[src/rtl/uart_pkg.sv]
// Shared UART definitions: transmit FSM encoding and link-level byte constants.
package uart_pkg;

  typedef enum logic [1:0] {
    IDLE  = 2'd0,
    START = 2'd1,
    DATA  = 2'd2,
    STOP  = 2'd3
  } tx_state_e;

  localparam logic [7:0]  UART_ACK       = 8'hA5;
  localparam logic [7:0]  UART_CMD       = 8'h5A;
  localparam int unsigned UART_DATA_BITS = 8;

  function automatic int unsigned baud_divisor(input int unsigned clk_freq,
                                               input int unsigned baud);
    return clk_freq / baud;
  endfunction

endpackage

[src/rtl/uart_tx_fifo_if.sv]
// Byte-strobe input and status/serial outputs of the UART transmit path.
interface uart_tx_fifo_if #(
  parameter int unsigned FIFO_DEPTH = 4
);

  logic [7:0]                    i_data;
  logic                          i_valid;
  logic                          o_tx;
  logic                          o_busy;
  logic                          o_tx_done;
  logic                          o_overflow;
  logic [$clog2(FIFO_DEPTH):0]   o_fifo_count;

  modport master (
    output i_data,
    output i_valid,
    input  o_tx,
    input  o_busy,
    input  o_tx_done,
    input  o_overflow,
    input  o_fifo_count
  );

  modport slave (
    input  i_data,
    input  i_valid,
    output o_tx,
    output o_busy,
    output o_tx_done,
    output o_overflow,
    output o_fifo_count
  );

endinterface

[src/rtl/sync_fifo.sv]
// Single-clock first-word-fall-through FIFO with a separate occupancy count.
module sync_fifo #(
  parameter int unsigned WIDTH = 8,
  parameter int unsigned DEPTH = 4
) (
  input  logic                     i_clk_sys,
  input  logic                     i_rst_n,
  input  logic                     i_wr_en,
  input  logic                     i_rd_en,
  input  logic [WIDTH-1:0]         i_din,
  output logic [WIDTH-1:0]         o_dout,
  output logic                     o_full,
  output logic                     o_empty,
  output logic [$clog2(DEPTH):0]   o_count
);

  localparam int unsigned PTR_W = $clog2(DEPTH);
  localparam logic [PTR_W:0] FULL_COUNT = (PTR_W + 1)'(DEPTH);

  logic [WIDTH-1:0] mem_q [DEPTH];
  logic [PTR_W-1:0] wr_ptr_q;
  logic [PTR_W-1:0] rd_ptr_q;
  logic [PTR_W:0]   count_q;
  logic             do_wr;
  logic             do_rd;

  assign o_full  = (count_q == FULL_COUNT);
  assign o_empty = (count_q == '0);
  assign do_rd   = i_rd_en && !o_empty;
  // A pop in the same cycle frees the slot, so a write into a full FIFO still lands.
  assign do_wr   = i_wr_en && (!o_full || do_rd);

  always_ff @(posedge i_clk_sys or negedge i_rst_n) begin
    if (!i_rst_n) begin
      wr_ptr_q <= '0;
      rd_ptr_q <= '0;
      count_q  <= '0;
    end else begin
      if (do_wr) begin
        wr_ptr_q <= wr_ptr_q + 1'b1;
      end
      if (do_rd) begin
        rd_ptr_q <= rd_ptr_q + 1'b1;
      end
      case ({do_wr, do_rd})
        2'b10:   count_q <= count_q + 1'b1;
        2'b01:   count_q <= count_q - 1'b1;
        default: count_q <= count_q;
      endcase
    end
  end

  always_ff @(posedge i_clk_sys) begin
    if (do_wr) begin
      mem_q[wr_ptr_q] <= i_din;
    end
  end

  assign o_dout  = mem_q[rd_ptr_q];
  assign o_count = count_q;

endmodule

[src/rtl/uart_tx_fifo.sv]
// Buffered 8N1 UART transmitter: byte strobes go into a FIFO, an FSM serialises
// them LSB first at CLK_FREQ / BAUD cycles per bit.
module uart_tx_fifo
  import uart_pkg::*;
#(
  parameter int unsigned CLK_FREQ   = 50_000_000,
  parameter int unsigned BAUD       = 115200,
  parameter int unsigned FIFO_DEPTH = 4
) (
  input  logic           i_clk_sys,
  input  logic           i_rst_n,
  uart_tx_fifo_if.slave  bus
);

  localparam int unsigned BAUD_DIV = baud_divisor(CLK_FREQ, BAUD);
  localparam int unsigned CNT_W    = (BAUD_DIV > 1) ? $clog2(BAUD_DIV) : 1;
  localparam int unsigned COUNT_W  = $clog2(FIFO_DEPTH) + 1;

  localparam logic [CNT_W-1:0] BAUD_LAST = CNT_W'(BAUD_DIV - 1);
  localparam logic [2:0]       BIT_LAST  = 3'(UART_DATA_BITS - 1);

  tx_state_e        state_q;
  tx_state_e        state_d;
  logic [CNT_W-1:0] baud_cnt_q;
  logic [CNT_W-1:0] baud_cnt_d;
  logic [2:0]       bit_idx_q;
  logic [2:0]       bit_idx_d;
  logic [7:0]       shift_q;
  logic [7:0]       shift_d;
  logic             tx_q;
  logic             tx_d;
  logic             tx_done_q;
  logic             tx_done_d;
  logic             overflow_q;
  logic             overflow_d;

  logic               pop;
  logic               baud_last;
  logic [7:0]         fifo_dout;
  logic               fifo_full;
  logic               fifo_empty;
  logic [COUNT_W-1:0] fifo_count;

  sync_fifo #(
    .WIDTH (8),
    .DEPTH (FIFO_DEPTH)
  ) u_fifo (
    .i_clk_sys (i_clk_sys),
    .i_rst_n   (i_rst_n),
    .i_wr_en   (bus.i_valid),
    .i_rd_en   (pop),
    .i_din     (bus.i_data),
    .o_dout    (fifo_dout),
    .o_full    (fifo_full),
    .o_empty   (fifo_empty),
    .o_count   (fifo_count)
  );

  assign baud_last = (baud_cnt_q == BAUD_LAST);

  // The line level is derived from the current state and registered, so o_tx
  // trails the state by one cycle and every bit on the wire lasts BAUD_DIV cycles.
  always_comb begin
    state_d    = state_q;
    baud_cnt_d = baud_cnt_q;
    bit_idx_d  = bit_idx_q;
    shift_d    = shift_q;
    pop        = 1'b0;
    tx_d       = 1'b1;
    tx_done_d  = 1'b0;

    unique case (state_q)
      IDLE: begin
        tx_d = 1'b1;
        if (!fifo_empty) begin
          pop        = 1'b1;
          shift_d    = fifo_dout;
          baud_cnt_d = '0;
          bit_idx_d  = '0;
          state_d    = START;
        end
      end

      START: begin
        tx_d = 1'b0;
        if (baud_last) begin
          baud_cnt_d = '0;
          state_d    = DATA;
        end else begin
          baud_cnt_d = baud_cnt_q + 1'b1;
        end
      end

      DATA: begin
        tx_d = shift_q[0];
        if (baud_last) begin
          baud_cnt_d = '0;
          shift_d    = shift_q >> 1;
          bit_idx_d  = bit_idx_q + 1'b1;
          if (bit_idx_q == BIT_LAST) begin
            state_d = STOP;
          end
        end else begin
          baud_cnt_d = baud_cnt_q + 1'b1;
        end
      end

      STOP: begin
        tx_d = 1'b1;
        if (baud_last) begin
          tx_done_d  = 1'b1;
          baud_cnt_d = '0;
          if (!fifo_empty) begin
            // Chain straight into the next frame with no idle gap.
            pop       = 1'b1;
            shift_d   = fifo_dout;
            bit_idx_d = '0;
            state_d   = START;
          end else begin
            state_d = IDLE;
          end
        end else begin
          baud_cnt_d = baud_cnt_q + 1'b1;
        end
      end

      default: state_d = IDLE;
    endcase
  end

  assign overflow_d = bus.i_valid && fifo_full && !pop;

  always_ff @(posedge i_clk_sys or negedge i_rst_n) begin
    if (!i_rst_n) begin
      state_q    <= IDLE;
      baud_cnt_q <= '0;
      bit_idx_q  <= '0;
      shift_q    <= '0;
      tx_q       <= 1'b1;
      tx_done_q  <= 1'b0;
      overflow_q <= 1'b0;
    end else begin
      state_q    <= state_d;
      baud_cnt_q <= baud_cnt_d;
      bit_idx_q  <= bit_idx_d;
      shift_q    <= shift_d;
      tx_q       <= tx_d;
      tx_done_q  <= tx_done_d;
      overflow_q <= overflow_d;
    end
  end

  assign bus.o_tx         = tx_q;
  assign bus.o_tx_done    = tx_done_q;
  assign bus.o_overflow   = overflow_q;
  assign bus.o_fifo_count = fifo_count;
  // tx_done_q covers the final stop-bit cycle still on the wire after the FSM idles.
  assign bus.o_busy       = (state_q != IDLE) || !fifo_empty || tx_done_q;

endmodule
[src/flat_wrapper.sv]
// flat-port wrapper written by rule: the top's interface ports become plain ports
module uart_tx_fifo_flat import uart_pkg::*;
#(
  parameter int unsigned CLK_FREQ   = 50_000_000,
  parameter int unsigned BAUD       = 115200,
  parameter int unsigned FIFO_DEPTH = 4
)
  (i_clk_sys, i_rst_n, bus_i_data, bus_i_valid, bus_o_tx, bus_o_busy, bus_o_tx_done, bus_o_overflow, bus_o_fifo_count);
  uart_tx_fifo_if #(.FIFO_DEPTH(FIFO_DEPTH)) bus_i ();
  input  logic i_clk_sys;
  input  logic i_rst_n;
  input wire logic [$bits(bus_i.i_data)-1:0] bus_i_data;
  input wire logic [$bits(bus_i.i_valid)-1:0] bus_i_valid;
  output wire logic [$bits(bus_i.o_tx)-1:0] bus_o_tx;
  output wire logic [$bits(bus_i.o_busy)-1:0] bus_o_busy;
  output wire logic [$bits(bus_i.o_tx_done)-1:0] bus_o_tx_done;
  output wire logic [$bits(bus_i.o_overflow)-1:0] bus_o_overflow;
  output wire logic [$bits(bus_i.o_fifo_count)-1:0] bus_o_fifo_count;
  assign bus_i.i_data = bus_i_data;
  assign bus_i.i_valid = bus_i_valid;
  assign bus_o_tx = bus_i.o_tx;
  assign bus_o_busy = bus_i.o_busy;
  assign bus_o_tx_done = bus_i.o_tx_done;
  assign bus_o_overflow = bus_i.o_overflow;
  assign bus_o_fifo_count = bus_i.o_fifo_count;
  uart_tx_fifo #(.CLK_FREQ(CLK_FREQ), .BAUD(BAUD), .FIFO_DEPTH(FIFO_DEPTH)) u_core (.i_clk_sys(i_clk_sys), .i_rst_n(i_rst_n), .bus(bus_i));
endmodule
[config.mk]
export PLATFORM = sky130hd
export DESIGN_NAME = uart_tx_fifo_flat
export DESIGN_NICKNAME = d
export VERILOG_FILES = /design/src/rtl/uart_pkg.sv /design/src/rtl/uart_tx_fifo_if.sv /design/src/rtl/sync_fifo.sv /design/src/rtl/uart_tx_fifo.sv /design/src/flat_wrapper.sv
export SDC_FILE = /design/constraint.sdc
export NUM_CORES = 1
export LEC_CHECK = 0
export ABC_AREA = 0
export BUFFER_PORTS_ARGS = -buffer_cell sky130_fd_sc_hd__buf_2
export CAP_MARGIN = 0
export CORE_ASPECT_RATIO = 1.75
export CORE_MARGIN = 2
export CORE_UTILIZATION = 50
export CTS_BUF_LIST = sky130_fd_sc_hd__clkbuf_16
export DETAILED_ROUTE_END_ITERATION = 10
export GPL_ROUTABILITY_DRIVEN = 0
export PLACE_DENSITY_LB_ADDON = 0.3
export SETUP_SLACK_MARGIN = 0.02
export SLEW_MARGIN = 25
export SYNTH_ARGS = -nofsm -noshare
export SYNTH_HDL_FRONTEND = slang
export SYNTH_SLANG_ARGS = --single-unit
export TNS_END_PERCENT = 10
[constraint.sdc]
create_clock -name i_clk_sys -period 5.2 [get_ports i_clk_sys]
set_input_delay 1.56 -clock i_clk_sys [delete_from_list [all_inputs] [get_ports i_clk_sys]]
set_output_delay 1.56 -clock i_clk_sys [all_outputs]
set_load 0.1 [all_outputs]
==> results.txt, run 1 <==
The run finished with clean final reports. The tools report the critical path data arrival time as 1.96 ns. The portion of total power attributed to combinational logic came out at 0.367. For this run, the leading register cell type out of synthesis is edfxtp_1. Leaving out filler cells and counting taps, the final layout contains 322. Dividing total power by cell area gives a power density of 646 nW/um2. The power after layout is 2.20 mW, and the count of final setup violators is 0. Mean cell area of the mapped netlist: 13.5 um2.

The tightest min-delay check is of the flop to flop type. The post-route setup TNS came out at 0 ns. The worst-case setup margin in the final layout was 1.68 ns; the part of the power in registers was 0.360.

For the achievable clock frequency, the log shows 0.284 GHz. Post-synthesis cell type with the largest combined area: edfxtp_1. The HPWL after detailed placement is 3330 um. The buffer depth of the longest clock path is 2, and the die width is 62.1 um. The run gives 90 as the number of DRC markers after the initial detailed-route iteration.

The H-tree generated during clock tree synthesis spans 3 levels. Number of hold-repair buffers added at the cts stage: 0. The initial antenna violation count is 0. Ratio of routed vias to standard cells: 5.35. Once the clock tree was built, the setup fixing pass inserted 0 buffers.

The library cell used most frequently in the layout, excluding fill and tap cells, is edfxtp_1. In the layout the commonest cells are edfxtp_1, dfrtp_1, buf_2. After detailed placement, the design holds a cell count of 306.

The cell leakage power was 1.37 nW; the clock edge transition at the registers on the reported setup and hold paths was 0.06 ns. 0 antenna diodes ended up in the layout. The final number of hold-violating endpoints is 0. Worst supply voltage drop on vdd: 365 uV. The run gives 4 as the detailed-router iteration count before antenna repair. At the end of the flow, the number of nets in the layout was 264.

In this run the tool buffered the top-level ports with 17 buffer cells. The run gives 2.78 ns as the slack of the worst reg-to-reg path. The worst setup path is launched from a flop. The transition time of the tightest slew-check pin was 0.724 ns; the area of the core was 5790 um2. The fraction of layout cells with a size suffix above 1 came out at 0.205. Clock tree synthesis found a total of 64 sinks. Data on the critical path is required at its endpoint by 3.64 ns. The finished cells cover 3400 um2. For this design the top-level I/O count stands at 18. Async set or reset register ratio after synthesis: 0.500. For this block, the via count after detailed routing is 1722.

The synthesized design contains 64 register bits. The clock latency on the worst-skew pair was 0.33 ns; the worst slew slack as a fraction of its limit was 0.518. After global routing the overflow that remains totals 0.

The worst setup path is of the flop to output port kind. The worst hold path endpoint is u_core.bit_idx_q[0]. TritonCTS built the clock tree. The setup slack at placement was 2.03 ns; the total nets after synthesis was 243.

For this design the total switching power over the nets is 826 uW. The die extent in y was 106 um. For the die area, the log shows 6560 um2. The hold-critical path depth works out to 1.

STA classifies the critical path endpoint as an output port. For the maximum number of pins on one net before global-route repair, the log shows 33. Setup repair after global routing left no endpoint under its margin. Yosys mapped the design onto 47 distinct sky130hd cell types. Yosys attributes the largest share of cell area to edfxtp_1, dfrtp_1, mux4_2, ha_1, mux2i_1. The worst-case clock skew was 0.00618 ns; the switching power as a share of total power was 0.376. The startpoint identified for the worst register-to-register timing path is u_core.baud_cnt_q[1]. The starting density of the core was 0.510. The global routing usage summed across all routing layers came out at 0.177. After detailed routing, the average wire length per cell comes to 14.9 um. For this run, design rule violations remaining after detail routing come to 0. The final period utilization was 0.676; the number of nets still failing antenna checks after routing was 0. The tools report the clock power share as 0.273. The internal power of the cells came out at 1.37 mW.

In this run, post-CTS repair resized a total of 0 instances. The run gives 0 as the max-slew violation total from the final report. Compared with the post-synthesis result, the final layout area differs by 15.1%. The logs give 8210 um for the first-pass GRT wire length and 9 for the number of clock buffers inserted by TritonCTS.

The via count of the first global-routing pass is 1815, and the sequential fraction of the synthesis area is 0.597. The cell area after technology mapping was 2950 um2; the worst hold slack was 0.502 ns. The worst path in the final design needs a cycle of 3.52 ns, including I/O delays and setup. The gate count of the mapped netlist was 218; the instance area at placement was 3090 um2. The worst-path maximum fanout was 6.

The number of synthesized flops with an enable pin is 32, and the wire length after detailed routing is 4780 um. The endpoint identified for the worst register-to-register timing path is u_core.u_fifo.o_count[2]. The worst register-to-register path has a depth of 10.

The tools report the buffer cell driving the clock tree root as clkbuf_16. The area share of the largest cell type after synthesis is 0.326, and the fraction of the core area covered by cells at the end of the flow is 0.587. In this run the most critical hold path is launched from u_core.bit_idx_q[0].

For this run, the number of Yosys warnings is 0. The tool flagged a number of max-cap violations equal to 0. The initialized floorplan defines 37 standard-cell rows.
-- Yosys cell counts (2+ instances only) --
cell	n
edfxtp_1	32
dfrtp_1	31
nor2_1	15
ha_1	13
inv_1	12
nand2_1	12
o21ai_0	12
mux2i_1	11
a21oi_1	9
mux4_2	8
and3_1	5
and2_1	4
nand3_1	4
clkbuf_1	3
nand2b_1	3
or3_1	3
xnor2_1	3
xor2_1	3
buf_2	2
mux2_2	2
nor3_1	2
nor3b_1	2
o21ai_1	2
o22ai_1	2
-- sequential cells by signal, indices dropped and copies added (netlist names) --
register	cells
u_core.u_fifo.mem_q	32
u_core.u_fifo.o_count	3
u_core.bus.o_tx	1
u_core.bit_idx_q	3
u_core.u_fifo.wr_ptr_q	2
u_core.baud_cnt_q	9
u_core.shift_q	8
u_core.bus.o_overflow	1
u_core.state_q	2
u_core.bus.o_tx_done	1
u_core.u_fifo.rd_ptr_q	2
-- kinds of logic (layout without fill, tap and decap cells) --
logic type,Yosys count,count (layout),synth area share
mux,21,21,0.106
buf+inv,19,45,0.0288
fa+ha+maj,14,14,0.0619
xor+xnor,6,6,0.0178
flops,64,64,0.597
simple gates,60,60,0.108
compound gates,34,34,0.0801
-- routing by layer --
layer	vias up	wire, um	GRT usage
met2	31	2580	0.289
met1	842	1870	0.188
li1	835	-	-
met3	14	159	0.0638
met4	0	170	0.0988
met5	-	0	0
-- power by group through the flow --
stage	sequential [mW]	combinational [mW]	clock, mW
final	0.791	0.805	0.600
after global routing	0.815	0.895	0.634
after CTS	0.796	0.821	0.609
after detailed placement	0.804	0.816	0
after global placement	0.798	0.802	0
after floorplan	0.879	0.596	0
-- area by class of cell --
class	count	area [um2]
clock buffers	9	225
repair buffers	17	85.1
inverters	12	45.0
fillers	473	2390
well taps	78	97.6
flip-flops and latches	64	1760
multi-input cells	135	1100
clock inverters	7	78.8
-- worst max-delay path by stage --
stage                              from  slack [ns]    endpoint
2_1_floorplan  u_core.u_fifo.o_count[0]        1.60  bus_o_busy
3_3_place_gp          u_core.state_q[0]        2.07  bus_o_busy
3_5_place_dp          u_core.state_q[0]        2.03  bus_o_busy
4_1_cts               u_core.state_q[0]        1.67  bus_o_busy
5_1_grt               u_core.state_q[0]        1.56  bus_o_busy
6_report              u_core.state_q[0]        1.68  bus_o_busy
-- worst max-delay path, cell delays in order, from the launching register on --
cell	delay [ns]
dfrtp_1	0.43
inv_1	0.14
ha_1	0.25
inv_1	0.13
or3_1	0.38
buf_2	0.30
(Power assumes the default switching activity.)
==> run 2, diff against run 1 <==
- clock period: 5.2 -> 2.9 ns (I/O delays scaled with it)
==> results.txt, run 2 (synthesized netlist as in run 1, its figures left out) <==
The flow ran to the end, and the final reports show no timing, DRC or antenna violations. Setup repair after global routing left no endpoint under its margin. The global-route met1 utilization was 0.191 (+0.00325).

The post-route standard cell area excluding fillers was 3470 um2 (+2.0%). Leaving out fill and tap cells, the most frequent cell in the layout is edfxtp_1. The count of cells along the worst register-to-register path is 10 (unchanged), and the time the final worst path needs with I/O delays and setup is 2.80 ns. The number of antenna repair diodes came out at 0 (unchanged). The post-route setup TNS is 0 ns (unchanged), and the die extent in y is 106 um (unchanged). The portion of total power attributed to combinational logic is 0.359 (-0.008). Number of clock buffers inserted by TritonCTS: 9 (unchanged).

The count of H-tree levels built during CTS is 3 (unchanged), and the part of the power in registers is 0.345 (-0.015). Count of buffers inserted at the top-level ports: 17 (unchanged). The buffer depth of the longest clock path came out at 2 (unchanged). Wire length per cell: 14.6 um (-2.0%). The run gives 0.00622 ns (+0.0000366 ns) as the worst-case clock skew. For the residual DRC count, the log shows 0 (unchanged). The maximum number of pins on one net before global-route repair is 33 (unchanged). The number of buffers inserted by post-CTS setup repair was 0 (unchanged); the first-pass GRT wire length was 8140 um (-0.84%).

The via count of the first global-routing pass is 1845 (+1.7%). The starting density of the core is 0.510 (unchanged), and the fraction of layout cells with a size suffix above 1 is 0.224 (+0.0187). The tightest min-delay check is of the flop to flop type.

The die width was 62.1 um (unchanged); the max-slew violation total from the final report was 0 (unchanged). Worst path buffer plus inverter count: 3 (unchanged). The endpoint identified for the worst register-to-register timing path is u_core.u_fifo.o_count[2]. For the worst path required time, the log shows 2.03 ns (-1.61 ns). Timing would allow up to 0.357 GHz.

The tools report the worst slew slack as a fraction of its limit as 0.515 (-0.00287). Worst supply voltage drop on vdd: 682 uV (+87%). The wire length after detailed routing was 4720 um (-1.4%); the number of nets still failing antenna checks after routing was 0 (unchanged). The delay of the slowest cell on the worst path was 0.49 ns (+0.06 ns). In this run the critical register-to-register path is launched from u_core.baud_cnt_q[1]. The ratio of routed vias to standard cells works out to 5.24 (-2.0%). The total power divided by cell area is 1190 nW/um2 (+84%), and the routing usage on met3 is 0.0479 (-0.0160).

The hold-critical path depth came out at 1 (unchanged). The signal on the critical path passes through inv_1 > ha_2 > inv_1 > or3_2 > buf_6. The worst-path maximum fanout came out at 6 (unchanged). The worst hold path terminates at u_core.bit_idx_q[0]. The run gives 0 (unchanged) as the final number of hold-violating endpoints. Synthesis-to-layout area growth: 17.4%. In the layout the commonest cells are edfxtp_1, dfrtp_1, buf_2. The tools report the overall via count from detail_route as 1698 (-1.4%). Clock edge transition at the registers on the reported setup and hold paths: 0.06 ns (about the same). On the critical path, the stage with the largest delay is an instance of or3_2. The reported net switching power was 1.46 mW (+77%).

For the area of the core, the log shows 5790 um2 (unchanged). The tools report the launch point of the worst hold path as u_core.bit_idx_q[0]. The initial antenna violation count is 0 (unchanged). The detailed-router iteration count before antenna repair is 4 (unchanged), and the global routing usage summed across all routing layers is 0.171 (-0.00658). Flip-flop count of the largest register after layout: 32 (unchanged). The number of primary I/O pins is 18 (unchanged). The final-layout fill cell count was 468 (-1.1%); the clock power share was 0.296 (+0.023). For the max-capacitance violation count, the log shows 0 (unchanged). The transition time of the tightest slew-check pin came out at 0.723 ns (-0.000547 ns). The internal power of the cells was 2.65 mW (+94%); the clock latency on the worst-skew pair was 0.32 ns (about the same).

The busiest layer in global routing is met2. The global routing met2 resource utilization is 0.292 (+0.00298), and the detailed placement HPWL is 3390 um (+1.7%). The most frequent cell on the critical path is inv_1. The tools report the total placed cells including tap cells as 308 (+0.65%). Broken down by cell family, the worst path's largest delay share belongs to simple AND/OR/NAND/NOR gates. Buffer cell driving the clock tree root: clkbuf_16. The critical path is of the flop to output port type. The power after layout is 4.11 mW (+87%). Number of clock sinks seen by CTS: 64 (unchanged). Fraction of the core area covered by cells at the end of the flow: 0.599 (+0.0117). The number of cell rows is 37 (unchanged). For the cell leakage power, the log shows 1.39 nW (+2.0%). The leftover overflow at the end of global routing was 0 (unchanged); the slack of the worst reg-to-reg path was 0.57 ns (-2.21 ns). Final period utilization: 0.966. TritonCTS built the clock tree. The switching power as a share of total power works out to 0.355 (-0.0208). The worst setup path is captured at an output port. STA classifies the critical path startpoint as a flop.

The number of nets in the final layout was 266 (+0.76%). The largest registers in the layout are u_core.u_fifo.mem_q x32, u_core.baud_cnt_q x9, u_core.shift_q x8. The run gives 0 (unchanged) as the count of final setup violators. The register name with the most flops is u_core.u_fifo.mem_q. The number of non-filler instances in the completed layout was 324 (+0.62%); the number of DRC markers after the initial detailed-route iteration was 132 (+47%). The die area is 6560 um2 (unchanged), and the instance area at placement is 3110 um2 (+0.57%).

The tools report the critical path data arrival time as 1.93 ns (-0.03 ns).
run 2: worst reg2reg max path, cell delays in order, from the launching register on:
cell	delay [ns]
dfrtp_1	0.40
inv_1	0.07
ha_1	0.14
nand4b_1	0.15
nor3_1	0.24
o21a_1	0.32
nand2b_1	0.11
fa_1	0.38
and3b_1	0.21
mux2i_1	0.07
xnor2_1	0.13
run 2: power groups by stage:
stage | Clock [mW] | Sequential (mW) | Combinational [mW]
2_1_floorplan | 0 | 1.58 | 1.07
3_3_place_gp | 0 | 1.43 | 1.46
3_5_place_dp | 0 | 1.44 | 1.48
4_1_cts | 1.24 | 1.43 | 1.50
5_1_grt | 1.28 | 1.46 | 1.64
6_report | 1.22 | 1.42 | 1.48
run 2: timing repair:
| item | in CTS | in global routing |
|---|---|---|
| cloned | 0 | 0 |
| hold buffers | 0 | 0 |
| resized for setup | 2 | 1 |
| hold endpoints to repair | 0 | 0 |
| setup endpoints to repair | 1 | 1 |
run 2: how the worst max path moves through the flow:
| stage | end | cells past startpoint | from |
|---|---|---|---|
| floorplan | bus_o_busy | 2 | u_core.u_fifo.o_count[1] |
| global placement | bus_o_busy | 5 | u_core.state_q[0] |
| detailed placement | bus_o_busy | 5 | u_core.state_q[0] |
| CTS | bus_o_busy | 5 | u_core.state_q[0] |
| global route | bus_o_busy | 5 | u_core.state_q[0] |
| finish | bus_o_busy | 5 | u_core.state_q[0] |
run 2: area by class of cell:
| cell class | count | area, um2 | share of cell area |
|---|---|---|---|
| Inverter | 12 | 45.0 | 0.0130 |
| Clock inverter | 7 | 120 | 0.0347 |
| Tap cell | 78 | 97.6 | 0.0282 |
| Sequential cell | 64 | 1760 | 0.509 |
| Timing Repair Buffer | 19 | 106 | 0.0307 |
| Clock buffer | 9 | 225 | 0.0650 |
| Multi-Input combinational cell | 135 | 1110 | 0.319 |
run 2: through the flow:
stage	setup slack [ns]	hold WS [ns]
2_1_floorplan	0.0276	0.457
3_3_place_gp	0.348	0.490
3_5_place_dp	0.308	0.492
4_1_cts	0.0634	0.503
5_1_grt	0.0215	0.514
6_report	0.0988	0.500
run 2: routing by layer:
metal,part of all wire,vias to the layer above
li1,-,837
met1,0.39,831
met2,0.56,23
met3,0.027,7
met4,0.016,0
met5,0,-
